$ cat config.mk
export PLATFORM = sky130hd
export DESIGN_NAME = led_pattern_seq
export DESIGN_NICKNAME = d
export VERILOG_FILES = /design/src/rtl/led_pattern_seq_pkg.sv /design/src/rtl/led_pattern_seq_key_debounce.sv /design/src/rtl/led_pattern_seq.sv
export SDC_FILE = /design/constraint.sdc
export NUM_CORES = 1
export LEC_CHECK = 0
export ABC_CLOCK_PERIOD_IN_PS = 2100
export BUFFER_PORTS_ARGS = -buffer_cell sky130_fd_sc_hd__buf_2
export CAP_MARGIN = 20
export CORE_AREA = 3 3 89 91
export CTS_CLUSTER_DIAMETER = 60
export CTS_CLUSTER_SIZE = 24
export DETAILED_ROUTE_END_ITERATION = 10
export DIE_AREA = 0 0 92 94
export GPL_ROUTABILITY_DRIVEN = 0
export MAX_ROUTING_LAYER = met4
export PLACE_DENSITY = 0.71
export SYNTH_ARGS = -nofsm -noshare
export SYNTH_HDL_FRONTEND = slang
export SYNTH_SLANG_ARGS = --single-unit
$ cat constraint.sdc
create_clock -name clk -period 2.1 [get_ports clk]
set_input_delay 0.21 -clock clk [delete_from_list [all_inputs] [get_ports clk]]
set_output_delay 0.21 -clock clk [all_outputs]
set_load 0.1 [all_outputs]
$ cat src/rtl/led_pattern_seq_pkg.sv
// Shared mode codes, seed patterns and small types for the LED pattern sequencer.
package led_pattern_seq_pkg;

   typedef enum logic [1:0] {
      MODE_STATIC   = 2'b00,
      MODE_RUN      = 2'b01,
      MODE_PINGPONG = 2'b10,
      MODE_COUNT    = 2'b11
   } mode_e;

   typedef enum logic {
      DIR_LEFT  = 1'b0,
      DIR_RIGHT = 1'b1
   } dir_e;

   localparam logic [7:0] STATIC_PAT    = 8'hAA;
   localparam logic [7:0] SEED_RUN      = 8'h01;
   localparam logic [7:0] SEED_PINGPONG = 8'h01;
   localparam logic [7:0] SEED_COUNT    = 8'h00;

   function automatic logic [7:0] mode_seed(input logic [1:0] m);
      logic [7:0] seed;
      case (m)
         MODE_STATIC:   seed = STATIC_PAT;
         MODE_RUN:      seed = SEED_RUN;
         MODE_PINGPONG: seed = SEED_PINGPONG;
         default:       seed = SEED_COUNT;
      endcase
      return seed;
   endfunction

endpackage

$ cat src/rtl/led_pattern_seq_key_debounce.sv
// Push-button conditioner: 2-FF synchronizer, stability counter and a one-cycle
// pulse on each debounced press (falling edge of the debounced level).
module key_debounce #(
   parameter int DB_CNT = 1_000_000
) (
   input  logic clk,
   input  logic rst_n,
   input  logic key_n,
   output logic key_level,
   output logic key_press
);

   localparam int DB_W = (DB_CNT > 2) ? $clog2(DB_CNT) : 1;

   logic            key_s1_q;
   logic            key_s_q;
   logic            level_q;
   logic            press_q;
   logic [DB_W-1:0] cnt_q;
   logic            settle;

   // Level flips on the DB_CNT-th consecutive cycle that the synced key disagrees.
   assign settle = (key_s_q != level_q) && (cnt_q == DB_W'(DB_CNT - 1));

   always_ff @(posedge clk or negedge rst_n) begin
      if (!rst_n) begin
         key_s1_q <= 1'b1;
         key_s_q  <= 1'b1;
         level_q  <= 1'b1;
         press_q  <= 1'b0;
         cnt_q    <= '0;
      end else begin
         key_s1_q <= key_n;
         key_s_q  <= key_s1_q;
         press_q  <= settle & level_q;
         if (key_s_q == level_q) begin
            cnt_q <= '0;
         end else if (settle) begin
            level_q <= key_s_q;
            cnt_q   <= '0;
         end else begin
            cnt_q <= cnt_q + 1'b1;
         end
      end
   end

   assign key_level = level_q;
   assign key_press = press_q;

endmodule

$ cat src/rtl/led_pattern_seq.sv
// Eight-LED pattern sequencer: mode-selected pattern stepped by a prescaler,
// with a debounced push-button toggling pause. LEDs are driven active-low.
module led_pattern_seq
   import led_pattern_seq_pkg::*;
#(
   parameter int STEP_DIV = 12_500_000,
   parameter int DB_CNT   = 1_000_000
) (
   input  logic       clk,
   input  logic       rst_n,
   input  logic [1:0] mode,
   input  logic       key_n,
   output logic [7:0] led
);

   localparam int CNT_W = (STEP_DIV > 2) ? $clog2(STEP_DIV) : 1;

   logic [1:0]       mode_s1_q;
   logic [1:0]       mode_s_q;
   mode_e            mode_q;
   logic             load_pending_q;
   logic [7:0]       pat_q, pat_d;
   logic [CNT_W-1:0] cnt_q, cnt_d;
   dir_e             dir_q, dir_d;
   logic             paused_q;
   logic             key_level;
   logic             key_press;
   logic             press_ok;
   logic             load;
   logic             tick;
   logic [7:0]       shl, shr;

   key_debounce #(.DB_CNT(DB_CNT)) u_key (
      .clk       (clk),
      .rst_n     (rst_n),
      .key_n     (key_n),
      .key_level (key_level),
      .key_press (key_press)
   );

   // A press pulse is only honoured while the debounced level is still low.
   assign press_ok = key_press & ~key_level;
   assign load     = load_pending_q | (mode_s_q != mode_q);
   assign tick     = ~paused_q & (cnt_q == CNT_W'(STEP_DIV - 1));
   assign shl      = pat_q << 1;
   assign shr      = pat_q >> 1;

   always_comb begin
      pat_d = pat_q;
      dir_d = dir_q;
      cnt_d = cnt_q;
      if (load) begin
         // Seed wins over a coincident tick; that step is dropped.
         pat_d = mode_seed(mode_s_q);
         dir_d = DIR_LEFT;
         cnt_d = '0;
      end else if (!paused_q) begin
         cnt_d = tick ? '0 : cnt_q + 1'b1;
         if (tick) begin
            case (mode_q)
               MODE_RUN: pat_d = {pat_q[6:0], pat_q[7]};
               MODE_PINGPONG: begin
                  if (dir_q == DIR_LEFT) begin
                     pat_d = shl;
                     if (shl == 8'h80) dir_d = DIR_RIGHT;
                  end else begin
                     pat_d = shr;
                     if (shr == 8'h01) dir_d = DIR_LEFT;
                  end
               end
               MODE_COUNT: pat_d = pat_q + 8'd1;
               default: pat_d = pat_q;
            endcase
         end
      end
   end

   always_ff @(posedge clk or negedge rst_n) begin
      if (!rst_n) begin
         mode_s1_q      <= 2'b00;
         mode_s_q       <= 2'b00;
         mode_q         <= MODE_STATIC;
         load_pending_q <= 1'b1;
         pat_q          <= 8'h00;
         cnt_q          <= '0;
         dir_q          <= DIR_LEFT;
         paused_q       <= 1'b0;
      end else begin
         mode_s1_q <= mode;
         mode_s_q  <= mode_s1_q;
         if (load) begin
            mode_q         <= mode_e'(mode_s_q);
            load_pending_q <= 1'b0;
         end
         pat_q <= pat_d;
         cnt_q <= cnt_d;
         dir_q <= dir_d;
         if (press_ok) paused_q <= ~paused_q;
      end
   end

   assign led = ~pat_q;

endmodule
### After elaboration in Yosys (flattened, before gate mapping)

Index checks and enable logic that the tools add are counted.

| storage, ports and cells | value |
|---|---|
| bits in registers | 65 |
| input port bits | 5 |

| cells by class | value |
|---|---|
| add/sub/neg operators | 3 |
| equality and inequality tests | 13 |
| muxes and demuxes | 18 |
| bitwise logic cells | 8 |
| reductions and logical operators | 9 |

Operator list:

| operator | count |
|---|---|
| $mux 24 | 3 |
| $mux 20 | 2 |
| $mux 8 | 4 |
| $add 24x1->24 const B | 1 |
| $eq 24x24->1 const B | 1 |
| $pmux 8 s3 | 1 |
| $add 20x1->20 const B | 1 |
| $eq 20x20->1 const B | 1 |
| $pmux 8 s2 | 1 |
| $add 8x1->8 const B | 1 |
| $not 8->8 | 1 |
| $eq 7x1->1 const B | 1 |
| $eq 7x7->1 const B | 1 |
| $mux 1 | 7 |
| $eq 2x2->1 const B | 3 |
| $reduce_and 3->1 | 2 |
| $eq 2x1->1 const B | 2 |
| $reduce_bool 2->1 | 2 |
| $reduce_bool 4->1 | 1 |
| $and 1x1->1 | 3 |
| $not 1->1 | 3 |
| $logic_not 2->1 | 1 |
| $ne 2x1->1 const B | 1 |
| $ne 2x2->1 | 1 |
| 6 further kinds | 6 |

### Longest topological paths before layout

| depth | value |
|---|---|
| depth after elaboration | 7 |
| gate-level depth with buffers | 8 |
| gate-level depth less buffers | 7 |

### Modules after synthesis

From an unflattened synthesis, not the netlist that was laid out.

| second synthesis, totals | value |
|---|---|
| cells, all modules | 366 |
| area, all modules | 3613.5 um2 |

By module, submodules not included:

| module | instances | cells each | area an instance (um2) | seq. area each (um2) |
|---|---|---|---|---|
| led_pattern_seq | 1 | 259 | 2424.8 | 1027.2 |
| key_debounce | 1 | 107 | 1188.6 | 604.3 |

### Worst setup path before layout

Ideal clock, no wire load.

| timing | value |
|---|---|
| path type | reg2reg |
| from | reg pat_q[1] |
| to | reg pat_q[1] |
| data arrival time | 2.042 ns |
| required time | 1.975 ns |
| path slack | -0.067 ns |
| cell stages (with the launch flop) | 6 |
| buffers on the path | 0 |
| period minus slack after synthesis | 2.167 ns |
| path through | dfrtp_1 inv_1 ha_1 a221oi_1 a21oi_1 mux2_4 |

| on the way | value |
|---|---|
| longest elaborated chain between the ends | 5 |

Ends and longest elaborated chain:

| item | RTL line | RTL |
|---|---|---|
| from (decl) | led_pattern_seq.sv:22 | `logic [7:0] pat_q, pat_d;` |
| from (signal assigned) | led_pattern_seq.sv:95 | `pat_q <= pat_d;` |
| $add 8x1->8 | led_pattern_seq.sv:71 | `MODE_COUNT: pat_d = pat_q + 8'd1;` |
| $pmux 8 s3 | led_pattern_seq.sv:60 | `case (mode_q)` |
| $mux 8 | led_pattern_seq.sv:59 | `if (tick) begin` |
| $mux 8 | led_pattern_seq.sv:57 | `end else if (!paused_q) begin` |
| $mux 8 | led_pattern_seq.sv:52 | `if (load) begin` |

No other way between the ends. The select of a mux whose other input is x is not followed.
A chain may end at the register's enable or synchronous reset.

### Worst setup path in the final report

| timing | value |
|---|---|
| from | reg cnt_q[5] |
| to | reg cnt_q[21] |

| on the way | value |
|---|---|
| longest elaborated chain between the ends | 5 |

Ends and longest elaborated chain:

| item | RTL line | RTL |
|---|---|---|
| from (decl) | led_pattern_seq.sv:23 | `logic [CNT_W-1:0] cnt_q, cnt_d;` |
| from (signal assigned) | led_pattern_seq.sv:96 | `cnt_q <= cnt_d;` |
| branches (longest 2 deep; another with $add 24x1->24) | n/a |  |
| $mux 24 * | led_pattern_seq.sv:58 | `cnt_d = tick ? '0 : cnt_q + 1'b1;` |
| $mux 24 * | led_pattern_seq.sv:57 |  |
| $mux 24 * | led_pattern_seq.sv:52 |  |

Mark *: on every way between the ends. The select of a mux whose other input is x is not followed.

==> flow_metrics.env <==
export IMPL_outcome="completed"
export IMPL_grt_overflow_total=0
export IMPL_start_kind="flop"
export IMPL_dr_pass1_iters=5
export IMPL_cp_required_ps=2330
export IMPL_p_leak_nw=1.69
export IMPL_fin_worst_skew_ps=11.0
export IMPL_drt_wirelength_per_cell_um=14.3
export IMPL_grt_antenna_before_repair=0
export IMPL_synth_cell_types=54
export IMPL_crit_type="reg -> reg"
export IMPL_fillers=656
export IMPL_io_buffers=12
export IMPL_cts_sinks=65
export IMPL_area_growth_syn_to_layout_pct=16.9
export IMPL_drive_above_1_share_pct=17.7
export IMPL_synth_area_leader_cell="dfrtp_1"
export IMPL_whs_ps=354
export IMPL_holdCritPathClass="reg -> reg"
export IMPL_coreArea_um2=7210
export IMPL_die_area_um2=8650
export IMPL_syn_avg_cell_area_um2=9.25
export IMPL_synth_top_area_share_pct=42.7
export IMPL_num_antenna_cells=0
export IMPL_yosysWarnings=0
export IMPL_slew_headroom_pct=64.3
export IMPL_crit_arrival_ps=2250
export IMPL_synth_area_um2=3580
export IMPL_pwr_density_cell_nw_per_um2=629
export IMPL_start_util_pct=49.6
export IMPL_rows=31
export IMPL_synthFlopType="dfrtp_1"
export IMPL_dpl_hpwl_mm=5.21
export IMPL_tightest_slew_ps=535
export IMPL_synthesis_nets=399
export IMPL_timing_final_max_slew_violations=0
export IMPL_htreeDepth=3
export IMPL_cts_tree="done"
export IMPL_synth_top_cells_by_area="dfrtp_1, nor2_1, xnor2_1"
export IMPL_dieHeight_um=94
export IMPL_end_kind="flop"
export IMPL_syn_inst=387
export IMPL_grt_start_max_net_pins=45
export IMPL_cts_buffers=9
export IMPL_grt_pass1_wl_mm=13.1
export IMPL_fin_crit_ps=2030
export IMPL_synth_seq_cells=65
export IMPL_drt_iter0_markers=255
export IMPL_via_count=2953
export IMPL_finalCritPeriodShare_pct=96.4
export IMPL_postLayoutCoreUtil_pct=58.0
export IMPL_ys_seq_area_share_pct=45.6
export IMPL_finalHoldViolations=0
export IMPL_mostFrequentLayoutCells="dfrtp_1, nor2_1, nand2_1"
export IMPL_clk_latency_ps=350
export IMPL_clk_pin_slew_ps=80
export IMPL_fin_nets=436
export IMPL_drc_errors=0
export IMPL_grt_usage_pct=19.4
export IMPL_grt_pass1_vias=2786
export IMPL_vdd_ir_drop_max_mv=0.353
export IMPL_root_buffer="clkbuf_8"
export IMPL_synthArstFlopShare_pct=100
export IMPL_cap_violations=0
export IMPL_synth_edff_count=0
export IMPL_crit_fanout=17
export IMPL_drtAntennaViolNets=0
export IMPL_boundaryPins=13
export IMPL_finalSetupViolCount=0
export IMPL_detail_route_vias_per_cell=5.59
export IMPL_max_freq_mhz=494
export IMPL_die_width_um=92
export IMPL_final_common_cell="dfrtp_1"
export IMPL_clockBufferDepth=2
export IMPL_drt_wl_total_mm=7.55
-- synthesized netlist by cell type, types with 2 or more instances --
master and instances:
a21oi_1 14, nand2b_1 4, clkbuf_1 15, inv_1 18, a221oi_1 3, xor2_1 16, ha_1 7, dfstp_2 4
nor4b_1 3, nand3b_1 2, a41oi_1 2, nand3_1 29, nand2_1 32, nor3_1 11, nor2_1 48, mux2_4 4
nor3b_1 3, a32oi_1 2, a31oi_1 11, and3_1 8, o211ai_1 2, or3_1 5, xnor2_1 19, o21ai_0 9
nand4_1 17, dfrtp_1 61, buf_2 3, nor4_1 6, and4_1 4
-- path summary, 6_finish.rpt --
path | from | endpoint | slack, ps | cells after the start
min in group asynchronous | rst_n | pat_q[3]$_DFFE_PN0P_ | 370 | 2
worst max register to register | cnt_q[5]$_DFFE_PN0P_ | cnt_q[21]$_DFFE_PN0P_ | 70 | 6
worst min-delay path | mode_s1_q[1]$_DFF_PN0_ | mode_s_q[1]$_DFF_PN0_ | 350 | 0
max in group asynchronous | rst_n | u_key.key_s_q$_DFF_PN1_ | 1040 | 3
worst max-delay path | cnt_q[5]$_DFFE_PN0P_ | cnt_q[21]$_DFFE_PN0P_ | 70 | 6
worst min register to register | mode_s1_q[1]$_DFF_PN0_ | mode_s_q[1]$_DFF_PN0_ | 350 | 0
-- stage by stage --
| stage | std cells | setup TNS, ps | power (mW) | setup slack (ps) | cell area [um2] |
|---|---|---|---|---|---|
| after floorplan | 387 | 0 | 1.58 | 28.7 | 3610 |
| after detailed placement | 507 | -110 | 1.66 | -80.8 | 3930 |
| after global placement | 507 | -36.8 | 1.66 | -36.8 | 3930 |
| after CTS | 527 | -31.5 | 2.65 | -31.5 | 4160 |
| final | 528 | 0 | 2.63 | 74.9 | 4180 |
| after global routing | 528 | -9.93 | 2.75 | -9.93 | 4180 |
-- power breakdown --
group          switching [mW]  total, mW  internal [mW]
combinational           0.227      0.324         0.0966
clock                   0.521      0.983          0.462
sequential             0.0436       1.33           1.28
-- flip-flops by register name, summed over array words and instances (netlist names), 2 cells and up --
name	flops
mode_q	2
mode_s1_q	2
pat_q	8
cnt_q	24
u_key.cnt_q	20
mode_s_q	2
-- timing repair --
| item | 4_1_cts | 5_1_grt |
|---|---|---|
| hold buffers | 4 | 0 |
| pin swaps | 2 | 1 |
| gates resized for setup | 1 | 1 |
| buffers inserted | 0 | 1 |
| endpoints found under the setup margin | 4 | 10 |
| hold endpoints to repair | 24 | 0 |
-- metal layers --
metal  global-route usage (%)  part of all wire [%]  up-vias
met3                     4.57                   4.8       11
met1                     24.9                    46     1422
met4                     5.45                  0.86        0
met5                        -                     0        -
met2                     31.0                    48       78
li1                         -                     -     1442
-- cell families after synthesis --
| logic type | after synthesis | share of synthesized area (%) |
|---|---|---|
| other cells | 1 | 0.105 |
| xor+xnor | 35 | 8.57 |
| simple gates | 180 | 26.4 |
| compound gates | 56 | 10.4 |
| buf+inv | 37 | 4.20 |
| mux | 6 | 2.27 |
| flops | 65 | 45.6 |
| fa+ha+maj | 7 | 2.45 |
-- critical path, cell delays in order (launching register included) --
cell      delay (ps)
dfrtp_1          440
or3_4            430
nor4_4           350
a211oi_4         120
buf_12           160
and3_1           160
a221o_1          250
-- layout make-up --
type	instances	area, um2	share of cell area [%]
multi-input cells	285	1830	43.8
flip-flops and latches	65	1630	39.0
clock buffers	10	138	3.29
well taps	99	124	2.96
clock inverters	6	42.5	1.02
repair buffers	45	343	8.19
inverters	18	75.1	1.79
Power figures use the tool's default switching activity.
